File: src/rtl/dma_bus_arbiter_if.sv
// dma_bus_arbiter_if: request/grant bundle between the DMA channels, the
// Dcache status and the bus arbiter.
//   br          per-channel bus request (level)
//   mem_idle    Dcache has no memory access in flight
//   xfer_word   one-cycle strobe, granted channel moved one bus word
//   bg          one-hot bus grant
//   cpu_hold    freezes the Dcache memory side
//   grant_ch    index of current/last winner
//   word_cnt    words moved in the current grant
//   last_cnt    word count captured when the last grant ended
//   end_irq     per-channel pulse, channel released the bus itself
//   preempt_irq per-channel pulse, grant revoked at MAX_BURST
// Modports: slave = arbiter side, master = requester/environment side.
interface dma_bus_arbiter_if #(
   parameter int unsigned NUM_CH    = 2,
   parameter int unsigned MAX_BURST = 16
);
   localparam int unsigned CNT_W = $clog2(MAX_BURST + 1);
   localparam int unsigned CH_W  = (NUM_CH > 1) ? $clog2(NUM_CH) : 1;

   logic [NUM_CH-1:0] br;
   logic              mem_idle;
   logic              xfer_word;
   logic [NUM_CH-1:0] bg;
   logic              cpu_hold;
   logic [CH_W-1:0]   grant_ch;
   logic [CNT_W-1:0]  word_cnt;
   logic [CNT_W-1:0]  last_cnt;
   logic [NUM_CH-1:0] end_irq;
   logic [NUM_CH-1:0] preempt_irq;

   modport slave (
      input  br, mem_idle, xfer_word,
      output bg, cpu_hold, grant_ch, word_cnt, last_cnt, end_irq, preempt_irq
   );

   modport master (
      output br, mem_idle, xfer_word,
      input  bg, cpu_hold, grant_ch, word_cnt, last_cnt, end_irq, preempt_irq
   );
endinterface

File: src/rtl/dma_bus_arbiter.sv
// dma_bus_arbiter: round-robin bus arbiter between the CPU data-memory port
// and NUM_CH DMA channels. A winner first waits for the Dcache to go idle
// (cpu_hold already asserted), then owns the bus until it drops br or moves
// MAX_BURST words, followed by a one-cycle turnaround.
// Ports:
//   clk    rising-edge clock
//   reset  synchronous, active-high
//   bus    dma_bus_arbiter_if.slave (br/mem_idle/xfer_word in; bg, cpu_hold,
//          grant_ch, word_cnt, last_cnt, end_irq, preempt_irq out, all registered)
module dma_bus_arbiter #(
   parameter int unsigned NUM_CH    = 2,
   parameter int unsigned MAX_BURST = 16
) (
   input  logic             clk,
   input  logic             reset,
   dma_bus_arbiter_if.slave bus
);
   localparam int unsigned CNT_W = $clog2(MAX_BURST + 1);
   localparam int unsigned SUM_W = CNT_W + 1;
   localparam int unsigned CH_W  = (NUM_CH > 1) ? $clog2(NUM_CH) : 1;
   localparam logic [CNT_W-1:0] MAX_CNT = CNT_W'(MAX_BURST);
   localparam logic [SUM_W-1:0] MAX_SUM = SUM_W'(MAX_BURST);
   localparam logic [CH_W-1:0]  LAST_CH = CH_W'(NUM_CH - 1);

   typedef enum logic [1:0] {IDLE, WAIT_IDLE, GRANT, RELEASE} state_t;

   state_t            state_q, state_d;
   logic [CH_W-1:0]   ptr_q, ptr_d;
   logic [CH_W-1:0]   grant_ch_q, grant_ch_d;
   logic [CNT_W-1:0]  word_cnt_q, word_cnt_d;
   logic [CNT_W-1:0]  last_cnt_q, last_cnt_d;
   logic [NUM_CH-1:0] bg_q, bg_d;
   logic [NUM_CH-1:0] end_irq_q, end_irq_d;
   logic [NUM_CH-1:0] preempt_irq_q, preempt_irq_d;
   logic              cpu_hold_q, cpu_hold_d;

   logic              req_any_c;
   logic [CH_W-1:0]   winner_c;
   logic [NUM_CH-1:0] onehot_c;
   logic              owner_req_c;
   logic [SUM_W-1:0]  sum_c;
   logic [CNT_W-1:0]  cnt_next_c;

   // Round-robin pick: first requesting channel at or above ptr, wrapping.
   always_comb begin
      int unsigned idx;
      req_any_c = 1'b0;
      winner_c  = '0;
      idx       = 0;
      for (int unsigned i = 0; i < NUM_CH; i++) begin
         idx = 32'(ptr_q) + i;
         if (idx >= NUM_CH) idx = idx - NUM_CH;
         if (!req_any_c && bus.br[CH_W'(idx)]) begin
            req_any_c = 1'b1;
            winner_c  = CH_W'(idx);
         end
      end
   end

   // Owner's request, grant vector and saturating word count including this cycle's strobe.
   always_comb begin
      onehot_c    = NUM_CH'(1) << grant_ch_q;
      owner_req_c = bus.br[grant_ch_q];
      sum_c       = {1'b0, word_cnt_q} + SUM_W'(bus.xfer_word);
      cnt_next_c  = (sum_c > MAX_SUM) ? MAX_CNT : sum_c[CNT_W-1:0];
   end

   // Next state and next registered outputs.
   always_comb begin
      state_d       = state_q;
      ptr_d         = ptr_q;
      grant_ch_d    = grant_ch_q;
      word_cnt_d    = word_cnt_q;
      last_cnt_d    = last_cnt_q;
      bg_d          = '0;
      cpu_hold_d    = 1'b1;
      end_irq_d     = '0;
      preempt_irq_d = '0;

      case (state_q)
         IDLE: begin
            cpu_hold_d = 1'b0;
            if (req_any_c) begin
               grant_ch_d = winner_c;
               word_cnt_d = '0;
               cpu_hold_d = 1'b1;
               state_d    = WAIT_IDLE;
            end
         end
         WAIT_IDLE: begin
            // Winner is frozen here; only its own withdrawal cancels the grant.
            if (!owner_req_c) begin
               cpu_hold_d = 1'b0;
               state_d    = IDLE;
            end else if (bus.mem_idle) begin
               bg_d    = onehot_c;
               state_d = GRANT;
            end
         end
         GRANT: begin
            word_cnt_d = cnt_next_c;
            // A br drop wins over reaching MAX_BURST in the same cycle.
            if (!owner_req_c) begin
               end_irq_d[grant_ch_q] = 1'b1;
               last_cnt_d            = cnt_next_c;
               state_d               = RELEASE;
            end else if (cnt_next_c == MAX_CNT) begin
               preempt_irq_d[grant_ch_q] = 1'b1;
               last_cnt_d                = cnt_next_c;
               state_d                   = RELEASE;
            end else begin
               bg_d = onehot_c;
            end
         end
         RELEASE: begin
            ptr_d      = (grant_ch_q == LAST_CH) ? '0 : grant_ch_q + CH_W'(1);
            cpu_hold_d = 1'b0;
            state_d    = IDLE;
         end
         default: begin
            cpu_hold_d = 1'b0;
            state_d    = IDLE;
         end
      endcase
   end

   // State and output registers.
   always_ff @(posedge clk) begin
      if (reset) begin
         state_q       <= IDLE;
         ptr_q         <= '0;
         grant_ch_q    <= '0;
         word_cnt_q    <= '0;
         last_cnt_q    <= '0;
         bg_q          <= '0;
         cpu_hold_q    <= 1'b0;
         end_irq_q     <= '0;
         preempt_irq_q <= '0;
      end else begin
         state_q       <= state_d;
         ptr_q         <= ptr_d;
         grant_ch_q    <= grant_ch_d;
         word_cnt_q    <= word_cnt_d;
         last_cnt_q    <= last_cnt_d;
         bg_q          <= bg_d;
         cpu_hold_q    <= cpu_hold_d;
         end_irq_q     <= end_irq_d;
         preempt_irq_q <= preempt_irq_d;
      end
   end

   assign bus.bg          = bg_q;
   assign bus.cpu_hold    = cpu_hold_q;
   assign bus.grant_ch    = grant_ch_q;
   assign bus.word_cnt    = word_cnt_q;
   assign bus.last_cnt    = last_cnt_q;
   assign bus.end_irq     = end_irq_q;
   assign bus.preempt_irq = preempt_irq_q;
endmodule

File: src/flat_wrapper.sv
// flat-port wrapper written by rule: the top's interface ports become plain ports
module dma_bus_arbiter_flat 
#(
   parameter int unsigned NUM_CH    = 2,
   parameter int unsigned MAX_BURST = 16
)
  (clk, reset, bus_br, bus_mem_idle, bus_xfer_word, bus_bg, bus_cpu_hold, bus_grant_ch, bus_word_cnt, bus_last_cnt, bus_end_irq, bus_preempt_irq);
  dma_bus_arbiter_if #(.NUM_CH(NUM_CH), .MAX_BURST(MAX_BURST)) bus_i ();
  input  logic clk;
  input  logic reset;
  input wire logic [$bits(bus_i.br)-1:0] bus_br;
  input wire logic [$bits(bus_i.mem_idle)-1:0] bus_mem_idle;
  input wire logic [$bits(bus_i.xfer_word)-1:0] bus_xfer_word;
  output wire logic [$bits(bus_i.bg)-1:0] bus_bg;
  output wire logic [$bits(bus_i.cpu_hold)-1:0] bus_cpu_hold;
  output wire logic [$bits(bus_i.grant_ch)-1:0] bus_grant_ch;
  output wire logic [$bits(bus_i.word_cnt)-1:0] bus_word_cnt;
  output wire logic [$bits(bus_i.last_cnt)-1:0] bus_last_cnt;
  output wire logic [$bits(bus_i.end_irq)-1:0] bus_end_irq;
  output wire logic [$bits(bus_i.preempt_irq)-1:0] bus_preempt_irq;
  assign bus_i.br = bus_br;
  assign bus_i.mem_idle = bus_mem_idle;
  assign bus_i.xfer_word = bus_xfer_word;
  assign bus_bg = bus_i.bg;
  assign bus_cpu_hold = bus_i.cpu_hold;
  assign bus_grant_ch = bus_i.grant_ch;
  assign bus_word_cnt = bus_i.word_cnt;
  assign bus_last_cnt = bus_i.last_cnt;
  assign bus_end_irq = bus_i.end_irq;
  assign bus_preempt_irq = bus_i.preempt_irq;
  dma_bus_arbiter #(.NUM_CH(NUM_CH), .MAX_BURST(MAX_BURST)) u_core (.clk(clk), .reset(reset), .bus(bus_i));
endmodule
File: config.mk
export PLATFORM = sky130hd
export DESIGN_NAME = dma_bus_arbiter_flat
export DESIGN_NICKNAME = d
export VERILOG_FILES = /design/src/rtl/dma_bus_arbiter_if.sv /design/src/rtl/dma_bus_arbiter.sv /design/src/flat_wrapper.sv
export SDC_FILE = /design/constraint.sdc
export NUM_CORES = 1
export LEC_CHECK = 0
export CORE_MARGIN = 2
export CORE_UTILIZATION = 38
export DETAILED_ROUTE_END_ITERATION = 16
export PLACE_DENSITY = 0.58
export SLEW_MARGIN = 20
export SYNTH_ARGS = -nofsm -noshare
export SYNTH_HDL_FRONTEND = slang
export SYNTH_SLANG_ARGS = --single-unit
File: constraint.sdc
create_clock -name clk -period 4.1 [get_ports clk]
set_input_delay 0.82 -clock clk [delete_from_list [all_inputs] [get_ports clk]]
set_output_delay 0.82 -clock clk [all_outputs]
set_load 0.1 [all_outputs]
# == Yosys cells after proc, flatten, opt, wreduce, memory -nomap -nowiden ==
# Index checks and enable logic that the tools add are counted.
# word_totals
register_bits,21
inputBits,6
output_inout_bits,18
elab_cells,78
# op_classes
add_sub_neg,5
order_cmp,7
eq_ne,8
shift,1
mux,34
n_bitwise,3
n_reduce_logical,11
# op_table
cell,count
5-bit 2-to-1 mux,4
2-bit 2-to-1 mux,9
1-bit 2-to-1 mux,16
5-bit one-hot mux with 2 select lines,1
2-bit one-hot mux with 4 select lines,1
5-bit by 1-bit adder with 6-bit output,1
"6-bit by 5-bit greater-than comparator with 1-bit output, second input constant",1
"1-bit by 2-bit less-than comparator with 1-bit output, second input constant",3
"3-bit != test, second input constant",2
2-bit AND reduction,3
"5-bit equality test, second input constant",1
"2-bit equality test, second input constant",2
2-bit one-hot mux with 2 select lines,1
4-bit OR reduction,1
1-bit inverter,3
1-bit one-hot mux with 3 select lines,1
3-bit AND reduction,1
3-bit OR reduction,1
"1-bit by 1-bit adder with 2-bit output, second input constant",1
"2-bit by 1-bit equality test with 1-bit output, second input constant",1
"1-bit by 2-bit greater-or-equal comparator with 1-bit output, second input constant",1
"2-bit greater-or-equal comparator, second input constant",1
1-bit logical AND,2
2-bit logical NOT,1
9 further kinds,10

# == Depth between registers and ports, before layout ==
# depth
word_depth,10
depth_mapped,7
mapped_depth_nobuf,6

# == Worst setup path after synthesis ==
# No wires, ideal clock.
# synth_timing
path_type,reg-to-reg
from,register u_core.word_cnt_q[0] (netlist: u_core.bus.word_cnt[0])
to,register u_core.word_cnt_q[2] (netlist: u_core.bus.word_cnt[2])
setup_time_ns,0.089
arrival_ns,2.432
required_ns,4.011
slack_ns,1.579
stages_incl_launch_ff,8
n_path_buf,1
synth_period_minus_slack_ns,2.521
path_cell_list,dfxtp_1 ha_1 ha_1 and3_4 mux2i_4 buf_6 nand2_1 a311oi_2
# synth_via
elab_chain_len,4
# synth_rtl
item,line,text
"start, declared",dma_bus_arbiter.sv:30,"logic [CNT_W-1:0] word_cnt_q, word_cnt_d;"
"start signal, assigned",dma_bus_arbiter.sv:143,word_cnt_q <= word_cnt_d;
5-bit by 1-bit adder with 6-bit output *,dma_bus_arbiter.sv:64,"sum_c = {1'b0, word_cnt_q} + SUM_W'(bus.xfer_word);"
6-bit by 5-bit greater-than comparator with 1-bit output,dma_bus_arbiter.sv:65,cnt_next_c = (sum_c > MAX_SUM) ? MAX_CNT : sum_c[CNT_W-1:0];
5-bit 2-to-1 mux *,dma_bus_arbiter.sv:65,
5-bit one-hot mux with 2 select lines *,dma_bus_arbiter.sv:80,case (state_q)
# Mark *: on every way between the ends. The rest lies on a longest branch, timed or not.
# A chain may end at the register's enable or synchronous reset.

# == Final worst setup path ==
# layout_timing
from,register u_core.grant_ch_q (netlist: u_core.bus.grant_ch)
to,output port bus_grant_ch
# layout_rtl
item,line,text
"start, declared",dma_bus_arbiter.sv:29,"logic [CH_W-1:0] grant_ch_q, grant_ch_d;"
"start signal, assigned",dma_bus_arbiter.sv:142,grant_ch_q <= grant_ch_d;
"end, declared",flat_wrapper.sv:16,output wire logic [$bits(bus_i.grant_ch)-1:0] bus_grant_ch;
# No word-level cell between the ends.

==> key figures <==
Yosys
  – Dominant cell type by area after synthesis: dfxtp_1
  – Post-synth top area share: 0.370
  – Synth cell types: 41
  – Compound-Gate Fraction of Synth Area: 0.213
  – Yosys warning total: 0
  – Instance count of the mapped netlist: 121
  – Mux cell area share after synthesis: 0.0396
  – Sequential area share after synthesis: 0.370
  – Ys async rst share: 0
  – Mapped Area: 1140 µm²
  – Largest family of logic cells by synthesized area: simple AND/OR/NAND/NOR gates
  – Number of synthesized register bits: 21
  – Simple-gate area share of the yosys netlist: 0.222
  – Post-synthesis area per instance: 9.39 µm²
  – Adder-Cell Fraction of Synth Area: 0.0771
  – Top cells by area, synth: dfxtp_1, ha_1, mux2i_4
  – Post-synth EDFFs: 0
  – Synth Area in XOR/XNOR: 0.0231
  – Main synth FF type: dfxtp_1
  – Mapped Nets: 134

Critical path
  – WP data arrival: 2.12 ns
  – Worst-path fanout max: 10
  – Top Family by Delay on Critical Path: buffers and inverters
  – Crit. End Element: output pin
  – Max incr delay on CP: 1.21 ns
  – Critical path class: flip-flop to output pin
  – CP bufs+invs: 1
  – Critical path depth: 1
  – Crit path cell chain: clkdlybuf4s50_1
  – Reg2reg path depth: 6
  – Crit path launch type: flip-flop
  – Slowest cell on the critical path: clkdlybuf4s50_1
  – Req. time, crit path: 3.28 ns

Layout
  – Commonest non-fill, non-tap cell in the layout: clkdlybuf4s50_1
  – Util after Layout: 0.495
  – Filler Cell Count: 288
  – N_diodes: 0
  – Nets: 155
  – Area delta synth->final: 22.1%
  – Layout cells sized above 1: 0.0851
  – Most frequent cells in the layout: clkdlybuf4s50_1, dfxtp_1, nand2_1, nand3_1, a21oi_1

Floorplanning
  – # IOs: 24
  – Die area: 3440 µm²
  – Die width: 58.7 µm
  – Initial core utilization: 0.405
  – Vert. Die Dim: 58.7 µm
  – Core Region: 2810 µm²
  – FP Rows: 19

Route
  – Drt drc: 1
  – Detail Route Antenna Nets: 0
  – WL/cell: 14.2 µm
  – Via count: 981
  – TritonRoute pass-1 iters: 10
  – Wirelength, routed: 2450 µm
  – Initial DRC Count: 37
  – Avg Vias per Cell: 5.70

Worst hold path
  – WHS Path Cells: 2
  – Worst min-delay path class: flip-flop to flip-flop

STA
  – RSZ-0062 raised after global routing: false
  – Slew @ Worst Pin: 0.972 ns
  – Setup TNS: 0 ns
  – Final setup margin: 1.16 ns
  – Fin crit share: 0.716
  – # setup viols final: 0
  – Relative slew margins: 0.350
  – Maximum clock frequency: 341 MHz
  – Clock skew: 0.00905 ns
  – Fin crit period: 2.94 ns
  – Max-slew violation count: 0
  – Hold Vio Cnt, Final: 0

Clocking
  – CTS hold repair buffers: 0
  – Reg clk slew, reported paths: 0.13 ns
  – TritonCTS buffer count: 3
  – Clock tree buffer depth: 2
  – Post-CTS resize count: 0
  – Root Driver: clkbuf_4
  – TritonCTS clock tree: yes
  – Clk Latency, worst-skew pair: 0.32 ns
  – Clock sinks: 21
  – H-tree depth: 1
  – Post-CTS setup buffers: 0

Global routing
  – Initial antenna violation count: 0
  – Overflow after GRT: 0
  – GRT Util Overall: 0.161
  – First-pass GRT wire length: 4230 µm
  – Largest net degree at the start of global routing: 19
  – Vias in the first global route: 938

Flow run
  – Max cap viols: 0

Outcome
  – Status: complete, but fails checks
  – Failing checks: DRC

Power and ir drop
  – PwrDens: 289 nW/µm²
  – Max VDD drop: 0.125 mV
  – Static leakage: 0.470 nW
  – Total power: 0.400 mW

Placement
  – Number of port buffers: 23
  – Placer Congestion: 0.880
  – Pre-CTS setup slack: 1.08 ns
  – Post-DP HPWL: 1780 µm
## area by class of cell
type,count,area [µm²],area share
clock buffers,4,26.3,0.0189
flip-flops and latches,21,420,0.303
well taps,31,38.8,0.0280
multi-input cells,88,653,0.471
inverters,5,18.8,0.0135
repair buffers,23,230,0.166
## cells by family (layout without fill, tap and decap cells)
kind of cell / after synthesis / in the layout
AND/OR/NAND/NOR: 45 / 45
AO/OA/AOI/OAI: 31 / 31
flip-flops: 21 / 21
buffers and inverters: 12 / 32
adder cells (fa/ha/maj): 7 / 7
XOR/XNOR: 3 / 3
multiplexers: 2 / 2
## Yosys cell counts (2+ instances only)
library cell	n
dfxtp_1	21
a21oi_1	8
nand2_1	8
nand3_1	8
ha_1	7
nor2_1	7
inv_1	5
nand2b_1	5
nand4_1	4
a211oi_1	3
a21o_1	3
clkbuf_1	3
nor4_1	3
a32o_1	2
buf_2	2
buf_6	2
mux2i_4	2
nor3_1	2
nor4b_1	2
o21ai_1	2
xor2_1	2
## where the power goes
group	internal, mW	switching, mW
logic	0.0288	0.0505
clock network	0.0381	0.0690
registers	0.208	0.00562
## metal layers
layer,track usage,routed length [µm]
met4,0.0682,36
met2,0.242,1080
met5,0,0
met3,0.0352,169
met1,0.224,1170
## sequential cells by signal, indices dropped and copies added, names as in the netlist, named ones only
| register | count |
|---|---|
| u_core.ptr_q | 1 |
| u_core.bus.last_cnt | 5 |
| u_core.state_q | 1 |
| u_core.bus.preempt_irq | 2 |
| u_core.bus.bg | 2 |
| u_core.bus.grant_ch | 1 |
| u_core.bus.word_cnt | 5 |
| u_core.bus.end_irq | 2 |
| u_core.bus.cpu_hold | 1 |
## metrics by stage
stage                     cell area (µm²)  cells  hold slack [ns]
after detailed placement             1360    168            0.463
after global placement               1360    168            0.453
after CTS                            1390    172            0.481
after floorplan                      1140    121            0.466
final                                1390    172            0.476
after global routing                 1390    172            0.505
## path summary, 6_finish.rpt
check,from,endpoint,slack (ns)
setup / recovery,u_core.bus.grant_ch,bus_grant_ch,1.16
hold / removal,u_core.bus.last_cnt[1],u_core.bus.last_cnt[1],0.48
setup reg to reg,u_core.bus.word_cnt[0],u_core.bus.bg[1],2.02
hold reg to reg,u_core.bus.last_cnt[1],u_core.bus.last_cnt[1],0.48
Power figures use the tool's default switching activity.
